### config.mk
export PLATFORM = sky130hd
export DESIGN_NAME = button_conditioner
export DESIGN_NICKNAME = d
export VERILOG_FILES = /design/src/rtl/button_conditioner.sv
export SDC_FILE = /design/constraint.sdc
export NUM_CORES = 1
export LEC_CHECK = 0
export ABC_CLOCK_PERIOD_IN_PS = 4740
export CAP_MARGIN = 20
export CORE_AREA = 2 2 90 100
export DETAILED_ROUTE_END_ITERATION = 6
export DIE_AREA = 0 0 92 102
export GPL_ROUTABILITY_DRIVEN = 0
export PLACE_DENSITY_LB_ADDON = 0.15
export SLEW_MARGIN = 15
export SYNTH_ARGS = -nofsm -noshare
export SYNTH_HDL_FRONTEND = slang
export SYNTH_SLANG_ARGS = --single-unit
### constraint.sdc
create_clock -name clk_2K -period 4.74 [get_ports clk_2K]
set_clock_uncertainty 0.15 [all_clocks]
set_input_delay 0.948 -clock clk_2K [delete_from_list [all_inputs] [get_ports clk_2K]]
set_output_delay 0.948 -clock clk_2K [all_outputs]
set_load 0.01 [all_outputs]
### src/rtl/button_conditioner.sv
// Push-button conditioner: per-channel 2-flop synchronizer, debounce FSM,
// one-cycle press/release pulses and a saturating long-press flag.
// Raw buttons are active-low; every output is active-high.
module button_conditioner #(
    parameter int unsigned N_BTN      = 4,
    parameter int unsigned STABLE_CNT = 40,
    parameter int unsigned HOLD_CNT   = 4000
) (
    input  logic             clk_2K,
    input  logic             i_Reset_n,
    input  logic [N_BTN-1:0] i_BtnRaw,
    output logic [N_BTN-1:0] o_BtnDeb,
    output logic [N_BTN-1:0] o_BtnPress,
    output logic [N_BTN-1:0] o_BtnRelease,
    output logic [N_BTN-1:0] o_BtnLong
);

    localparam int unsigned DEB_W  = (STABLE_CNT > 1) ? $clog2(STABLE_CNT) : 1;
    localparam int unsigned HOLD_W = $clog2(HOLD_CNT + 1);

    localparam logic [DEB_W-1:0]  DEB_LAST = DEB_W'(STABLE_CNT - 1);
    localparam logic [DEB_W-1:0]  DEB_ONE  = DEB_W'(1);
    localparam logic [HOLD_W-1:0] HOLD_MAX = HOLD_W'(HOLD_CNT);
    localparam logic [HOLD_W-1:0] HOLD_ONE = HOLD_W'(1);

    typedef enum logic [1:0] {
        RELEASED   = 2'd0,
        PRESS_PEND = 2'd1,
        PRESSED    = 2'd2,
        REL_PEND   = 2'd3
    } state_t;

    logic [N_BTN-1:0] sync_meta;
    logic [N_BTN-1:0] sync_s;

    // Invert to active-high and resynchronize the raw buttons into clk_2K.
    always_ff @(posedge clk_2K or negedge i_Reset_n) begin
        if (!i_Reset_n) begin
            sync_meta <= '0;
            sync_s    <= '0;
        end else begin
            sync_meta <= ~i_BtnRaw;
            sync_s    <= sync_meta;
        end
    end

    for (genvar g = 0; g < N_BTN; g++) begin : g_chan
        state_t              state;
        state_t              state_nxt;
        logic [DEB_W-1:0]    deb_cnt;
        logic [DEB_W-1:0]    deb_cnt_nxt;
        logic [HOLD_W-1:0]   hold_cnt;
        logic [HOLD_W-1:0]   hold_cnt_nxt;
        logic                deb;
        logic                deb_nxt;
        logic                press;
        logic                press_nxt;
        logic                rel_pulse;
        logic                rel_pulse_nxt;

        // Debounce decisions: a level change is accepted only after
        // STABLE_CNT consecutive agreeing synchronized samples.
        always_comb begin
            state_nxt     = state;
            deb_cnt_nxt   = deb_cnt;
            press_nxt     = 1'b0;
            rel_pulse_nxt = 1'b0;
            case (state)
                RELEASED: begin
                    if (sync_s[g]) begin
                        state_nxt   = PRESS_PEND;
                        deb_cnt_nxt = DEB_ONE;
                    end else begin
                        deb_cnt_nxt = '0;
                    end
                end
                PRESS_PEND: begin
                    if (!sync_s[g]) begin
                        state_nxt   = RELEASED;
                        deb_cnt_nxt = '0;
                    end else if (deb_cnt == DEB_LAST) begin
                        state_nxt   = PRESSED;
                        deb_cnt_nxt = '0;
                        press_nxt   = 1'b1;
                    end else begin
                        deb_cnt_nxt = deb_cnt + DEB_ONE;
                    end
                end
                PRESSED: begin
                    if (!sync_s[g]) begin
                        state_nxt   = REL_PEND;
                        deb_cnt_nxt = DEB_ONE;
                    end
                end
                REL_PEND: begin
                    if (sync_s[g]) begin
                        state_nxt   = PRESSED;
                        deb_cnt_nxt = '0;
                    end else if (deb_cnt == DEB_LAST) begin
                        state_nxt     = RELEASED;
                        deb_cnt_nxt   = '0;
                        rel_pulse_nxt = 1'b1;
                    end else begin
                        deb_cnt_nxt = deb_cnt + DEB_ONE;
                    end
                end
                default: begin
                    state_nxt   = RELEASED;
                    deb_cnt_nxt = '0;
                end
            endcase

            deb_nxt = (state_nxt == PRESSED) || (state_nxt == REL_PEND);

            // Hold time restarts only on a freshly accepted press; a rejected
            // release (REL_PEND back to PRESSED) keeps accumulating.
            if ((state == PRESS_PEND) && (state_nxt == PRESSED)) begin
                hold_cnt_nxt = '0;
            end else if (deb && (hold_cnt != HOLD_MAX)) begin
                hold_cnt_nxt = hold_cnt + HOLD_ONE;
            end else begin
                hold_cnt_nxt = hold_cnt;
            end
        end

        // Channel state, counters and registered outputs.
        always_ff @(posedge clk_2K or negedge i_Reset_n) begin
            if (!i_Reset_n) begin
                state     <= RELEASED;
                deb_cnt   <= '0;
                hold_cnt  <= '0;
                deb       <= 1'b0;
                press     <= 1'b0;
                rel_pulse <= 1'b0;
            end else begin
                state     <= state_nxt;
                deb_cnt   <= deb_cnt_nxt;
                hold_cnt  <= hold_cnt_nxt;
                deb       <= deb_nxt;
                press     <= press_nxt;
                rel_pulse <= rel_pulse_nxt;
            end
        end

        assign o_BtnDeb[g]     = deb;
        assign o_BtnPress[g]   = press;
        assign o_BtnRelease[g] = rel_pulse;
        assign o_BtnLong[g]    = deb && (hold_cnt == HOLD_MAX);
    end

endmodule

# Word level (Yosys, flattened, before mapping)
# Index checks and enable logic that the tools add are counted.
dict set report totals {
  inputBits 6
  wordCells 175
  regBits 100
  out_inout_bits 16
}
dict set report op_classes {
  n_bitwise 1
  eq_ne 36
  addsub 8
  n_mux 80
  n_reduce_logical 24
}
# cell n
set ops {}
lappend ops {{$mux 12} 8}
lappend ops {{$mux 6} 16}
lappend ops {{$pmux 6 s4} 4}
lappend ops {{$add 12x1->12 const B} 4}
lappend ops {{$eq 12x12->1 const B} 4}
lappend ops {{$mux 2} 24}
lappend ops {{$ne 12x12->1 const B} 4}
lappend ops {{$eq 2x2->1 const B} 16}
lappend ops {{$pmux 2 s4} 4}
lappend ops {{$add 6x1->6 const B} 4}
lappend ops {{$eq 6x6->1 const B} 4}
lappend ops {{$mux 1} 24}
lappend ops {{$logic_and 1x1->1} 12}
lappend ops {{$eq 2x1->1 const B} 4}
lappend ops {{$logic_not 2->1} 4}
lappend ops {{$ne 2x2->1 const B} 4}
lappend ops {{$reduce_bool 2->1} 4}
lappend ops {{$logic_or 1x1->1} 4}
lappend ops {{$not 4->4} 1}

# Logic depth before layout (Yosys ltp)
dict set report logic_depth {
  ltp_word 7
  depth_mapped 6
  depth_no_buf 6
}

# Worst setup path before layout
# No wires, ideal clock.
dict set report synth_path {
  kind {reg-to-output}
  start {reg g_chan[2].hold_cnt[2]}
  end {out o_BtnLong[2]}
  t_arrival_ns 1.198
  stages_incl_launch_ff 4
  path_slack_ns 2.444
  t_required_ns 3.642
  n_path_buf 0
  cell_sequence {dfrtp_1 -> or3b_4 -> nor3_1 -> and2_1}
}
dict set report synth_via {
  elab_chain_cells 2
}
# item line_no
set synth_lines {}
lappend synth_lines {{from (decl)} 52} ;# logic [HOLD_W-1:0] hold_cnt;
lappend synth_lines {{from (signal assigned)} 138} ;# hold_cnt <= hold_cnt_nxt;
lappend synth_lines {{$eq 12x12->1} 148} ;# assign o_BtnLong[g] = deb && (hold_cnt == HOLD_MAX);
lappend synth_lines {{$logic_and 1x1->1} 148}
lappend synth_lines {{to (decl)} 15} ;# output logic [N_BTN-1:0] o_BtnLong
# No other way between the ends.

# Worst setup path in the final report
dict set report layout_path {
  start {reg g_chan[1].hold_cnt[2]}
  end {out o_BtnLong[1]}
}
dict set report layout_via {
  elab_chain_cells 2
}
# item line_no
set layout_lines {}
lappend layout_lines {{from (decl)} 52}
lappend layout_lines {{from (signal assigned)} 138}
lappend layout_lines {{$eq 12x12->1} 148}
lappend layout_lines {{$logic_and 1x1->1} 148}
# No other way between the ends.

==> qor.txt <==
outcome - finished, final reports clean
top-area cell type share of the netlist area - 0.496
worst vdd rail ir drop - 0.000168 V
1st-iter DRT viols - 112
deepest clock path buffer count - 2
Vias - 3273
Worst EP arrival - 2.18 ns
Mean Syn Cell Area - 10.3 µm²
NumNets Final - 505
post_cts resized - 0
measured slew at the worst slew-check pin - 0.909 ns
Top FF cell, synth - dfrtp_1
Netlist cell types - 57
Final Hold Fails - 0
unrepaired setup endpoints after global routing - false
Detail Placement HPWL - 5630 µm
Final period util - 0.691
DRC Markers - 0
Worst R2R End - g_chan[3].hold_cnt[7]
number of global-route vias before repair - 3180
Syn Inst Count - 474
H-tree Lvls - 3
Hold EP - sync_s[3]
Pleak - 2.32 nW
pin count of the biggest net entering global routing - 74
CTS Root Cell - clkbuf_8
Max Fclk - 305 MHz
Warnings, synthesis - 0
async set-or-reset flop fraction in the synthesized netlist - 1.00
CP peak stage delay - 0.53 ns
CTS Buf Count - 9
max_cap viols - 0
DRT antenna net count - 0
post-CTS setup buffer count - 0
clock insertion delay at the later pin of the skew report - 0.35 ns
slowest CP cell - clkdlybuf4s50_1
Syn Std Cell Area - 0.00489 mm²
critical path startpoint category - register
multi-input logic area - 0.00225 mm²
row count - 35
first-pass GRT wire length - 14000 µm
worst r2r path cells - 5
Vias/cell - 5.43
sequential cell area fraction in the yosys report - 0.496
Hold Path Cell Cnt - 0
Max Slew Vio Count - 0
die width - 92 µm
grt ovf - 0
storage element area - 0.00243 mm²
crit end category - output pin
clk sinks - 97
Post-synth EDFFs - 0
CP Max Fanout - 6
Synth area leaders - dfrtp_1 50%, xnor2_1 5.7%, nor2_1 4.8%
gr usage total - 0.183
worst r2r src - g_chan[3].deb_cnt[0]
r2r setup slk - 2.46 ns
Hold-fix buffers, CTS - 0
Final Core Density - 0.638
Final setup viols - 0
Worst EP required - 3.64 ns
pwr dens - 271 mW/mm²
Slew HR - 0.394
initial antenna violation count - 0
Synth Register Bits - 97
CTS tree - done
top cell type by total area after synthesis - dfrtp_1
critical hold path startpoint - sync_meta[3]
CP Cell Sequence - or3b_1, nor3_1, and2_1, clkdlybuf4s50_1
Initial Util - 0.588
Crit Path Class - reg -> out
placed instance count - 587
fill count - 700
total negative slack - 0 ns
port bufs - 21
1st-pass router iterations - 4
Finished Layout Cells - 603
fin crit period - 3.28 ns
syn_nets - 492
Die Ht - 102 µm
die area - 0.00938 mm²
DRT Wirelength - 7880 µm
top cells by count, synth - 97 x dfrtp_1, 62 x nor2_1, 39 x nand2_1, 32 x xnor2_1, 20 x nor3_1
type of the worst min-delay path - reg -> reg
count leader, synth - dfrtp_1
ratio of cells with drive above 1 in the final layout - 0.0854
antenna diode count - 0
Core Region - 0.00832 mm²
Total Power - 1.44 mW
post-synthesis to final-layout area growth - 8.59%
Clk pin slew, worst setup/hold paths - 0.09 ns
Wirelength per Cell - 13.1 µm
Boundary Pins - 22
## stage by stage
step | setup WS, ns | hold WS (ns) | instance area (µm²)
after floorplan | 2.44 | 0.181 | 4890
after global placement | 1.88 | 0.182 | 5100
after detailed placement | 1.87 | 0.188 | 5100
after CTS | 1.45 | 0.208 | 5310
after global routing | 1.34 | 0.215 | 5310
final | 1.46 | 0.206 | 5310
## how the worst max path moves through the flow
stage	startpoint	endpoint	slack, ns	cells after the start
finish	g_chan[1].hold_cnt[2]	o_BtnLong[1]	1.46	4
floorplan	g_chan[2].hold_cnt[2]	o_BtnLong[2]	2.44	3
CTS	g_chan[1].hold_cnt[2]	o_BtnLong[1]	1.45	4
global route	g_chan[2].hold_cnt[0]	o_BtnLong[2]	1.34	6
global placement	g_chan[1].hold_cnt[2]	o_BtnLong[1]	1.88	4
detailed placement	g_chan[1].hold_cnt[0]	o_BtnLong[1]	1.87	6
## layout by cell type (no fill, tap or decap), drive strengths merged, types with 6 or more instances in the layout
master / n
a21oi: 10
a22o: 6
and2: 7
clkbuf: 10
clkdlybuf4s50: 20
dfrtp: 97
ha: 12
inv: 22
mux2i: 8
nand2: 39
nand3: 21
nand4: 17
nor2: 63
nor3: 20
nor4: 6
o21ai: 13
xnor2: 32
xor2: 14
## registers in the layout, indices dropped and copies added, names as in the netlist
| name | count |
|---|---|
| g_chan.hold_cnt | 48 |
| g_chan.state | 5 |
| sync_meta | 4 |
| g_chan.deb_cnt | 24 |
| g_chan.rel_pulse | 4 |
| g_chan.press | 4 |
| g_chan.deb | 4 |
| sync_s | 4 |
## cells by family after synthesis
| logic type | count (synthesis) | synth area share |
|---|---|---|
| adders and majority gates | 12 | 0.0307 |
| DFF | 97 | 0.496 |
| muxes | 13 | 0.0279 |
| AOI/OAI and AO/OA | 54 | 0.0854 |
| xor gates and xnor gates | 46 | 0.0824 |
| and+or+nand+nor | 213 | 0.234 |
| buffers and inverters | 39 | 0.0440 |
## critical path, delay by kind of cell (launching register included)
kind / cells / cell delay [ns]
simple gates: 3 / 0.85
buf+inv: 1 / 0.53
flops: 1 / 0.45
## where the power goes
| part | internal (mW) | switching [mW] |
|---|---|---|
| clock network | 0.265 | 0.285 |
| registers | 0.836 | 0.0113 |
| logic | 0.0160 | 0.0271 |
| total | 1.12 | 0.324 |
## metal layers
layer  vias up  track usage  share of wire
met5         -            0              0
met4         0       0.0689          0.011
met3         8       0.0317          0.017
met2        25        0.312           0.49
met1      1585        0.238           0.48
li1       1655            -              -
## cell type report
cell class | instances | area share
clock buffers | 10 | 0.0259
multi-input cells | 338 | 0.423
repair buffers | 22 | 0.0405
clock inverters | 6 | 0.0137
well taps | 111 | 0.0261
inverters | 19 | 0.0134
flip-flops and latches | 97 | 0.457
(Power assumes the default switching activity.)
